==> src/rtl/mult32x32_io_ctrl.sv <==
// Valid/ready wrapper around the 32x32 sequential multiplier core: issues a start pulse,
// tracks the core's busy envelope, captures the product and flags a sticky timeout error.
module mult32x32_io_ctrl #(
  parameter int unsigned TIMEOUT = 16,
  parameter int unsigned CNT_W   = 16
) (
  input  logic             clk_i,
  input  logic             rst_ni,
  input  logic             in_valid_i,
  output logic             in_ready_o,
  input  logic [31:0]      in_a_i,
  input  logic [31:0]      in_b_i,
  output logic [31:0]      mult_a_o,
  output logic [31:0]      mult_b_o,
  output logic             mult_start_o,
  input  logic             mult_busy_i,
  input  logic [63:0]      mult_product_i,
  output logic             out_valid_o,
  input  logic             out_ready_i,
  output logic [63:0]      out_product_o,
  output logic             err_o,
  input  logic             clr_err_i,
  output logic [CNT_W-1:0] op_count_o
);

  localparam int unsigned WaitW = (TIMEOUT > 2) ? $clog2(TIMEOUT) : 1;
  localparam logic [WaitW-1:0] WaitMax = WaitW'(TIMEOUT - 1);

  typedef enum logic [2:0] {StIdle, StIssue, StWaitHi, StRun, StHold, StErr} state_e;

  state_e           state_q, state_d;
  logic [WaitW-1:0] wait_q, wait_d;
  logic             rdy_q, rdy_d;
  logic             start_q, start_d;
  logic             valid_q, valid_d;
  logic             err_q, err_d;
  logic [CNT_W-1:0] count_q, count_d;
  logic [31:0]      a_q, a_d, b_q, b_d;
  logic [63:0]      prod_q, prod_d;

  always_comb begin
    state_d = state_q;
    wait_d  = wait_q;
    rdy_d   = rdy_q;
    start_d = 1'b0;
    valid_d = valid_q;
    err_d   = err_q;
    count_d = count_q;
    a_d     = a_q;
    b_d     = b_q;
    prod_d  = prod_q;
    unique case (state_q)
      StIdle: begin
        rdy_d = 1'b1;
        if (in_valid_i && rdy_q) begin
          a_d     = in_a_i;
          b_d     = in_b_i;
          start_d = 1'b1;
          rdy_d   = 1'b0;
          state_d = StIssue;
        end
      end
      StIssue: begin
        wait_d  = '0;
        state_d = StWaitHi;
      end
      StWaitHi: begin
        if (mult_busy_i) begin
          wait_d  = '0;
          state_d = StRun;
        end else if (wait_q == WaitMax) begin
          err_d   = 1'b1;
          state_d = StErr;
        end else begin
          wait_d = wait_q + 1'b1;
        end
      end
      StRun: begin
        if (!mult_busy_i) begin
          prod_d  = mult_product_i;
          valid_d = 1'b1;
          state_d = StHold;
        end else if (wait_q == WaitMax) begin
          err_d   = 1'b1;
          state_d = StErr;
        end else begin
          wait_d = wait_q + 1'b1;
        end
      end
      StHold: begin
        if (out_ready_i) begin
          count_d = count_q + 1'b1;
          valid_d = 1'b0;
          // Handshake and new operands in the same cycle skip IDLE entirely.
          if (in_valid_i) begin
            a_d     = in_a_i;
            b_d     = in_b_i;
            start_d = 1'b1;
            state_d = StIssue;
          end else begin
            rdy_d   = 1'b1;
            state_d = StIdle;
          end
        end
      end
      StErr: begin
        if (clr_err_i) begin
          err_d   = 1'b0;
          rdy_d   = 1'b1;
          state_d = StIdle;
        end
      end
      default: state_d = StIdle;
    endcase
  end

  always_ff @(posedge clk_i or negedge rst_ni) begin
    if (!rst_ni) begin
      state_q <= StIdle;
      wait_q  <= '0;
      rdy_q   <= 1'b0;
      start_q <= 1'b0;
      valid_q <= 1'b0;
      err_q   <= 1'b0;
      count_q <= '0;
      a_q     <= '0;
      b_q     <= '0;
      prod_q  <= '0;
    end else begin
      state_q <= state_d;
      wait_q  <= wait_d;
      rdy_q   <= rdy_d;
      start_q <= start_d;
      valid_q <= valid_d;
      err_q   <= err_d;
      count_q <= count_d;
      a_q     <= a_d;
      b_q     <= b_d;
      prod_q  <= prod_d;
    end
  end

  // rdy_q is low throughout reset, so every output reads 0 while rst_ni is low.
  assign in_ready_o    = rdy_q | ((state_q == StHold) & out_ready_i);
  assign mult_a_o      = a_q;
  assign mult_b_o      = b_q;
  assign mult_start_o  = start_q;
  assign out_valid_o   = valid_q;
  assign out_product_o = prod_q;
  assign err_o         = err_q;
  assign op_count_o    = count_q;

endmodule

==> config.mk <==
export PLATFORM = sky130hd
export DESIGN_NAME = mult32x32_io_ctrl
export DESIGN_NICKNAME = d
export VERILOG_FILES = /design/src/rtl/mult32x32_io_ctrl.sv
export SDC_FILE = /design/constraint.sdc
export NUM_CORES = 1
export LEC_CHECK = 0
export BUFFER_PORTS_ARGS = -buffer_cell sky130_fd_sc_hd__buf_4
export CORE_UTILIZATION = 50
export DETAILED_ROUTE_END_ITERATION = 6
export PLACE_DENSITY = 0.85
export SETUP_SLACK_MARGIN = 0.02
export SKIP_CTS_REPAIR_TIMING = 1
export SLEW_MARGIN = 25
export SYNTH_ARGS = -nofsm -noshare
export SYNTH_HDL_FRONTEND = slang
export SYNTH_SLANG_ARGS = --single-unit
==> constraint.sdc <==
create_clock -name clk_i -period 4.25 [get_ports clk_i]
set_clock_uncertainty 0.2 [all_clocks]
set_input_delay 0.425 -clock clk_i [delete_from_list [all_inputs] [get_ports clk_i]]
set_output_delay 0.425 -clock clk_i [all_outputs]
set_load 0.005 [all_outputs]
==> impl_results.md, run 1 <==
- # rows: 40
- Cell variety after synth: 37
- Initial Utilization: 51.18%
- Largest net degree at the start of global routing: 114
- DR WL/cell: 18.18 um
- GRT Total Usage: 24.66%
- Final Critical Period: 2.654 ns
- Psw: 1.823 mW
- Fin nets: 828
- Switching Share: 28.26%
- TritonCTS clock tree: yes
- CTS buffer count: 17
- Reg2Reg Setup Slack: 1.60 ns
- Worst setup EP type: flip-flop
- CP Data Arrival Time: 2.75 ns
- Final Setup Violations: 0
- Vias/cell: 5.215
- Crit path capture: mult_a_o[14]
- Initial DRT Pass Iterations: 4
- Vias in the first global route: 4589
- P per Cell Area: 720.1 nW/um2
- Critical path's slowest cell: buf_4
- Antenna Cells: 0
- Outcome: finished clean
- Setup slack at placement: 1.588 ns
- Skew-Pair Late Insertion Delay: 0.42 ns
- RSZ-0062 raised after global routing: false
- DIE HEIGHT: 112.7 um
- Area of the mapped netlist: 6122 um2
- Area occupied by multi-input gates: 2126 um2
- Initial drt markers: 169
- Core Box Area: 11960 um2
- Initial antenna violation count: 0
- Critical Path Fanout Max: 55
- Setup TNS: 0 ns
- Rel. slew slack: 42.15%
- Hold/Removal Path Class: input pin to flip-flop
- MaxCap Viol Count: 0
- CP startpoint: state_q[1]
- Synth-to-layout area growth: 46.33%
- Die area: 12690 um2
- CTS root buf: clkbuf_16
- DP Area: 8354 um2
- Post-synth ARST share: 100.0%
- Seq cells post-synth: 155
- I/O pin cnt: 282
- Maximum vdd ir drop: 431.0 uV
- DP Wirelength: 11350 um
- Die width: 112.7 um
- Worst R2R End: mult_a_o[14]
- Synth warn: 0
- Vias: 4433
- Sequential cell area: 3879 um2
- Cells after Synth: 405
- Residual DRC: 0
- Hold_ws: 0.03717 ns
- Worst reg2reg path depth: 5
- Synth Area per Inst: 15.12 um2
- CTS Sinks: 155
- Post-route cell area: 8959 um2
- Crit-path cells: nor2_1 -> nand2_1 -> nor2_4 -> buf_4 -> mux2_2
- Gr ovfl total: 0
- Sequential share of power: 39.7%
- Comb pwr share: 36.7%
- CP max stage delay: 0.61 ns
- P_leak: 4.310 nW
- Critical path launch point type: flip-flop
- Post-Route WL: 15450 um
- # fillers: 769
- Worst reg2reg startpoint: state_q[1]
- Max H-tree Level: 4
- Antenna-violating nets left: 0
- Max Root-Sink Buffers: 2
- Pint: 4.628 mW
- Register area share after synthesis: 63.36%
- Port bufs: 281
- First-pass GRT wire length: 23460 um
- Clock network fraction of total power: 23.6%
- Ys flop type: dfrtp_1
- Gpl congestion: 0.8911
- Syn_nets: 541
- Endpoints failing hold: 0
- Required @ worst endpoint: 4.35 ns
- Post-synth EDFFs: 0
- Fin crit share: 62.44%
- Power Total: 6.451 mW
- Clock transition at path regs: 0.06 ns
- Crit path kind: flip-flop to flip-flop
- F_max: 0.3769 GHz
- Min-delay src: mult_product_i[16]
- Share of cells above drive strength 1: 64.30%
- Worst-Margin Slew: 0.8677 ns
- Slew Limit Fails: 0
- Final WS setup: 1.596 ns
## stage by stage
step / utilization (%) / instances
2_1_floorplan: - / 405
3_3_place_gp: 69.84 / 819
3_5_place_dp: 69.84 / 819
4_1_cts: 74.79 / 849
5_1_grt: 74.90 / 850
6_report: 74.90 / 850
## registers in the layout (all words and copies together), names as in the netlist
name,cells
err_o,1
state_q,3
op_count_o,16
mult_b_o,32
mult_a_o,32
out_product_o,64
mult_start_o,1
out_valid_o,1
rdy_q,1
wait_q,4
## final cells by class
cell class                 instances  area share [%]
sequential                       155           43.30
timing repair buffer             286           24.06
multi-input combinational        226           23.73
clock buffer                      22           5.293
tap                              147           2.053
clock inverter                     8           1.313
inverter                           6          0.2514
## cell families (layout without fill, tap and decap cells)
family	Yosys count	after routing	share of synthesized area, %
XOR/XNOR	16	16	2.289
buffers and inverters	24	322	2.166
multiplexers	132	132	24.22
AND/OR/NAND/NOR	51	51	4.782
AO/OA/AOI/OAI	25	25	2.780
flip-flops	155	155	63.36
adder cells (fa/ha/maj)	2	2	0.4087
## worst min-delay path by stage
stage                         to  slack, ns  depth (start not counted)
6_report       out_product_o[16]       0.04                          2
2_1_floorplan              err_o      -0.07                          0
4_1_cts             mult_a_o[15]      -0.01                          1
3_5_place_dp      op_count_o[15]       0.27                          1
3_3_place_gp      op_count_o[15]       0.27                          1
5_1_grt        out_product_o[14]       0.02                          2
## power groups by stage
stage / sequential, mW / combinational, mW / clock (mW)
2_1_floorplan: 2.55 / 1.03 / 0
3_3_place_gp: 2.53 / 2.28 / 0
3_5_place_dp: 2.58 / 2.38 / 0
4_1_cts: 2.57 / 2.40 / 1.54
5_1_grt: 2.65 / 2.53 / 1.60
6_report: 2.56 / 2.37 / 1.52
## cell usage after synthesis, types with 3 or more instances
library cell    n  area share (%)
nand3_1        10            0.82
nand2_1        10            0.61
mux2i_1         3            0.49
buf_4           6            0.74
a21oi_1         8            0.65
mux2_2        129              24
inv_1           6            0.37
buf_2          10            0.82
nand2b_1        4            0.41
nor2_2          3            0.31
o21ai_0         4            0.33
xnor2_1        10             1.4
xor2_1          6            0.86
dfrtp_1       155              63
and3_1          3            0.31
nor2_1         10            0.61
## placed cells by master, fill, tap and decap left out, types with 2 or more instances in the layout
master	count
buf_4	284
dfrtp_1	155
mux2_2	129
clkbuf_16	17
nand2_1	10
nand3_1	10
xnor2_1	10
nor2_1	8
a21oi_1	8
inv_1	6
xor2_1	6
nand2b_1	4
o21ai_0	4
clkinv_2	4
clkbuf_8	4
mux2i_1	3
and3_1	3
nor2_2	3
bufinv_16	3
nor2_4	2
o21a_1	2
a31oi_1	2
nor2b_1	2
nand4_1	2
nor3_1	2
a41oi_1	2
ha_1	2
clkbuf_1	2
## routing by layer
metal	GRT usage (%)	vias up	routed length (um)
met5	0	-	0
li1	-	2009	-
met4	13.42	0	552
met1	25.36	2169	5287
met3	8.369	41	1287
met2	44.07	214	8327
## critical path: cells and delay by family, from the launching register on
kind                   cells  cell delay [ns]
DFF                        1             0.51
buffers and inverters      1             0.61
and+or+nand+nor            3             0.73
muxes                      1             0.43
(Power assumes the default switching activity.)
==> run 2, diff against run 1 <==
- CORE_UTILIZATION: 50 -> 47
- PLACE_DENSITY: 0.85 -> 0.8
- clock period: 4.25 -> 2.77 ns (I/O delays scaled with it)
==> run 2 against run 1 <==
Non-clock buffer count is 129 higher. Sequential share of layout area is 6.2 points lower. Setup slack worse by 1.2 ns. Combinational power is 66% higher. Wire length is 24% higher. Sequential power is 57% higher. Global-route usage is 2.8 points lower. Clock-buffer cell count is 1 lower.
==> impl_results.md, run 2 (same netlist as run 1, synthesis figures left out) <==
- Rel. slew slack: 45.05% (+2.9 points)
- Initial Utilization: 48.32% (-2.9 points)
- DR WL/cell: 18.98 um (+4.4%)
- Most frequent cells in the layout: 282 x buf_4, 155 x dfrtp_1, 130 x dlygate4sd3_1, 129 x mux2_2, 17 x clkbuf_16
- GRT Total Usage: 21.84% (-2.8 points)
- Final std cells w/o fill: 1006 (+18%)
- Worst-Margin Slew: 0.8243 ns (-0.04344 ns)
- Skew-Pair Late Insertion Delay: 0.41 ns (about the same)
- # rows: 41 (+2.5%)
- Port bufs: 281 (unchanged)
- MaxCap Viol Count: 0 (unchanged)
- Hold/Removal Path Class: input pin to flip-flop
- P per Cell Area: 1035 nW/um2 (+44%)
- Max H-tree Level: 4 (unchanged)
- GR Layer Usage met2: 37.22% (-6.9 points)
- CTS root buf: clkbuf_16
- Clock transition at path regs: 0.06 ns (about the same)
- Min-delay src: mult_busy_i
- GR peak layer: met2
- Max Root-Sink Buffers: 2 (unchanged)
- Largest net degree at the start of global routing: 156 (+37%)
- Slew Limit Fails: 0 (unchanged)
- Vias: 5049 (+14%)
- Worst reg2reg path depth: 5 (unchanged)
- Placed Cells: 844 (+3.1%)
- CTS buffer count: 17 (unchanged)
- Endpoints failing hold: 0 (unchanged)
- CTS Sinks: 155 (unchanged)
- Final WS setup: 0.3467 ns (-1.250 ns)
- Initial drt markers: 256 (+51%)
- Gr ovfl total: 0 (unchanged)
- Largest register FFs: 64 (unchanged)
- GRT met1 Usage: 23.68% (-1.7 points)
- Gpl congestion: 0.8630 (-3.2%)
- DIE HEIGHT: 116.1 um (+3.1%)
- Maximum vdd ir drop: 800.8 uV (+86%)
- Die area: 13490 um2 (+6.3%)
- Synth-to-layout area growth: 70.59%
- Vias in the first global route: 4517 (-1.6%)
- Hold_ws: 0.03778 ns (+0.0006053 ns)
- Antenna Cells: 0 (unchanged)
- Cells on Worst Hold Path: 3 (+1)
- F_max: 0.4127 GHz (+9.5%)
- Setup slack at placement: 0.4052 ns (-1.182 ns)
- Antenna-violating nets left: 0 (unchanged)
- # fillers: 602 (-22%)
- Crit path kind: flip-flop to flip-flop
- CP Data Arrival Time: 2.51 ns (-0.24 ns)
- Vias/cell: 5.019 (-3.8%)
- Initial antenna violation count: 0 (unchanged)
- TritonCTS clock tree: yes
- Critical path launch point type: flip-flop
- Residual DRC: 0 (unchanged)
- Die width: 116.1 um (+3.1%)
- Worst reg2reg startpoint: state_q[0]
- Initial DRT Pass Iterations: 4 (unchanged)
- DP Wirelength: 10870 um (-4.2%)
- GR Util met3: 8.978% (+0.61 points)
- DP Area: 8411 um2 (+0.67%)
- Post-route cell area: 10440 um2 (+17%)
- Outcome: finished clean
- I/O pin cnt: 282 (unchanged)
- Fin nets: 957 (+16%)
- CP startpoint: state_q[0]
- Final Critical Period: 2.423 ns (-0.2302 ns)
- Required @ worst endpoint: 2.86 ns (-1.49 ns)
- Reg2Reg Setup Slack: 0.35 ns (-1.25 ns)
- Worst R2R End: mult_a_o[10]
- Fin util: 82.42% (+7.5 points)
- Final Setup Violations: 0 (unchanged)
- Core Box Area: 12670 um2 (+5.9%)
- RSZ-0062 raised after global routing: false
- Power Total: 10.81 mW (+68%)
- Worst Hold Endpoint: state_q[0]
- Worst setup EP type: flip-flop
- Share of cells above drive strength 1: 54.56% (-9.7 points)
- Critical Path Fanout Max: 55 (unchanged)
- Post-Route WL: 19100 um (+24%)
- P_leak: 4.918 nW (+14%)
- Setup TNS: 0 ns (unchanged)
- Fin crit share: 87.48% (+25 points)
- Most common cell after layout, fill and taps aside: buf_4
- First-pass GRT wire length: 22090 um (-5.8%)
-- run 2: changes by cell type in the layout (fill, tap and decap cells not counted), sizes merged --
cell / before / now
dlygate4sd3: 1 / 130
clkinv: 4 / 2
clkbuf: 23 / 21
bufinv: 3 / 8
buf: 284 / 285
-- run 2: where the power goes --
group	leakage [nW]	switching, mW	total (mW)	internal, mW
Sequential	1.88	0.725	4.02	3.30
Combinational	2.69	1.46	3.94	2.48
Clock	0.353	0.901	2.85	1.95
Total	4.92	3.09	10.8	7.72
-- run 2: routing by layer --
| layer | vias to the layer above | routed length [um] |
|---|---|---|
| li1 | 2269 | - |
| met1 | 2501 | 7251 |
| met2 | 245 | 10100 |
| met3 | 34 | 1354 |
| met4 | 0 | 386 |
| met5 | - | 0 |
-- run 2: layout make-up --
cell class	instances	area (um2)	area share (%)
Clock buffer	21	470.5	4.505
Multi-Input combinational cell	226	2126	20.35
Sequential cell	155	3879	37.14
Tap cell	172	215.2	2.061
Clock inverter	11	261.5	2.504
Timing Repair Buffer	415	3470	33.22
Inverter	6	22.52	0.2156
-- run 2: how the worst max path moves through the flow --
| stage | to | slack, ns |
|---|---|---|
| 2_1_floorplan | mult_a_o[0] | 0.87 |
| 3_3_place_gp | mult_a_o[25] | 0.56 |
| 3_5_place_dp | mult_b_o[15] | 0.41 |
| 4_1_cts | mult_b_o[15] | 0.39 |
| 5_1_grt | mult_a_o[10] | 0.27 |
| 6_report | mult_a_o[10] | 0.35 |
-- run 2: critical path: stages (launching register included) --
cell and delay, ns:
dfrtp_1 0.50, nor2_1 0.30, nand2_1 0.16, nor2_4 0.37, buf_12 0.33, mux2_2 0.41
==> run 3, diff against run 2 <==
- CAP_MARGIN: default -> 20
- HOLD_SLACK_MARGIN: default -> 0.12
==> run 3 against run 2 <==
Clock-buffer cell count did not move. Final cell count is 0.30% higher. Worst hold slack improved by 0.24 ns. Combinational power about the same. Clock power hardly changed. Critical path depth unchanged. First-iteration DRC count fell by 4.3%. Core utilization rose by 0.24 points. Via count grew 0.32%. Die area unchanged. Critical endpoint unchanged.
==> impl_results.md, run 3 (same netlist as run 1, synthesis figures left out) <==
- GR Util met3: 8.978% (unchanged)
- Synth-to-layout area growth: 71.08%
- CTS buffer count: 17 (unchanged)
- Worst setup EP type: flip-flop
- DP Area: 8411 um2 (unchanged)
- GRT Total Usage: 21.84% (unchanged)
- Critical Path Fanout Max: 55 (unchanged)
- CP startpoint: state_q[0]
- Initial DRT Pass Iterations: 5 (+1)
- Skew-Pair Late Insertion Delay: 0.41 ns (about the same)
- Delay-heaviest family, CP: simple AND/OR/NAND/NOR gates
- Post-Route WL: 19230 um (+0.71%)
- Worst path bufs/invs: 1 (unchanged)
- Clock transition at path regs: 0.06 ns (about the same)
- GR Layer Usage met2: 37.22% (unchanged)
- Crit path kind: flip-flop to flip-flop
- Slew Limit Fails: 0 (unchanged)
- Fin crit share: 87.91% (+0.43 points)
- DIE HEIGHT: 116.1 um (unchanged)
- F_max: 0.4106 GHz (-0.49%)
- Cells on Worst Hold Path: 1 (-2)
- Critical path's slowest cell: dfrtp_1
- Residual DRC: 0 (unchanged)
- Gr ovfl total: 0 (unchanged)
- Crit path capture: mult_a_o[10]
- Rel. slew slack: 45.04% (about the same)
- Reg2Reg Setup Slack: 0.33 ns (about the same)
- DR WL/cell: 19.06 um (+0.41%)
- Share of cells above drive strength 1: 54.36% (-0.20 points)
- P per Cell Area: 1032 nW/um2 (-0.24%)
- Critical path launch point type: flip-flop
- Setup slack at placement: 0.4052 ns (unchanged)
- CP Data Arrival Time: 2.52 ns (about the same)
- I/O pin cnt: 282 (unchanged)
- Most frequent cells in the layout: 282 x buf_4, 155 x dfrtp_1, 133 x dlygate4sd3_1, 129 x mux2_2, 17 x clkbuf_16
- Core Box Area: 12670 um2 (unchanged)
- TritonCTS clock tree: yes
- Initial drt markers: 245 (-4.3%)
- Vias/cell: 5.020 (about the same)
- CTS Sinks: 155 (unchanged)
- Initial Utilization: 48.32% (unchanged)
- Antenna Cells: 0 (unchanged)
- CTS root buf: clkbuf_16
- MaxCap Viol Count: 0 (unchanged)
- Largest register FFs: 64 (unchanged)
- Crit-path cells: nor2_1 -> nand2_1 -> nor2_4 -> buf_12 -> mux2_2
- Fin util: 82.66% (+0.24 points)
- P_leak: 4.931 nW (+0.25%)
- Antenna-violating nets left: 0 (unchanged)
- Setup TNS: 0 ns (unchanged)
- GRT met1 Usage: 23.68% (unchanged)
- Worst R2R End: mult_a_o[10]
- CP max stage delay: 0.50 ns (about the same)
- First-pass GRT wire length: 22090 um (unchanged)
- Gpl congestion: 0.8630 (unchanged)
- Worst reg2reg path depth: 5 (unchanged)
- Initial antenna violation count: 0 (unchanged)
- Vias in the first global route: 4517 (unchanged)
- Most common cell after layout, fill and taps aside: buf_4
- Final WS setup: 0.3348 ns (-0.01187 ns)
- Hold/Removal Path Class: flip-flop to flip-flop
- Final Setup Violations: 0 (unchanged)
- DP Wirelength: 10870 um (unchanged)
- Worst-Margin Slew: 0.8244 ns (+0.00006163 ns)
- RSZ-0062 raised after global routing: false
- Largest net degree at the start of global routing: 156 (unchanged)
- Max H-tree Level: 4 (unchanged)
- Max Root-Sink Buffers: 2 (unchanged)
- Endpoints failing hold: 0 (unchanged)
- Maximum vdd ir drop: 798.2 uV (-0.32%)
- Port bufs: 281 (unchanged)
- Outcome: finished clean
- Worst reg2reg startpoint: state_q[0]
- GR peak layer: met2
- Vias: 5065 (+0.32%)
- Power Total: 10.81 mW (about the same)
- # rows: 41 (unchanged)
- Post-route cell area: 10470 um2 (+0.29%)
- Die width: 116.1 um (unchanged)
- CP Depth: 5 (unchanged)
- Die area: 13490 um2 (unchanged)
- Fin nets: 960 (+0.31%)
- Required @ worst endpoint: 2.86 ns (about the same)
- Final Critical Period: 2.435 ns (+0.01187 ns)
-- run 3: cell types whose count changed in the layout (fill, tap and decap cells not counted), sizes merged --
cell         delta
dlygate4sd3     +3
-- run 3: power by group --
part	internal, mW	switching (mW)	leakage, nW
sequential	3.30	0.725	1.88
combinational	2.48	1.47	2.70
clock	1.95	0.900	0.353
total	7.72	3.09	4.93
-- run 3: cell type report --
class                      count  area, um2
tap                          172      215.2
fill                         595       2197
sequential                   155       3879
clock buffer                  21      470.5
clock inverter                11      261.5
multi-input combinational    226       2126
timing repair buffer         418       3500
inverter                       6      22.52
-- run 3: how the worst min path moves through the flow --
stage	from	to
after floorplan	rst_ni	err_o
after global placement	op_count_o[15]	op_count_o[15]
after detailed placement	rst_ni	mult_a_o[16]
after CTS	rst_ni	mult_a_o[11]
after global routing	op_count_o[15]	op_count_o[15]
final	op_count_o[15]	op_count_o[15]
-- run 3: worst register-to-register path, delay by kind of cell, from the launching register on --
family                 cells  cell delay [ns]
buffers and inverters      1             0.34
AND/OR/NAND/NOR            3             0.85
multiplexers               1             0.43
flip-flops                 1             0.50
-- run 3: routing by layer --
metal  vias up  part of all wire, %
met1      2514                   38
met5         -                    0
li1       2272                    -
met3        38                  6.9
met2       241                   53
met4         0                  2.1
-- run 3: metrics by stage --
step                      hold WS, ns  instances
after detailed placement       0.2680        844
after global routing           0.2883       1009
final                          0.2771       1009
after global placement         0.2622        844
after CTS                     -0.1728        876
after floorplan               -0.2186        405
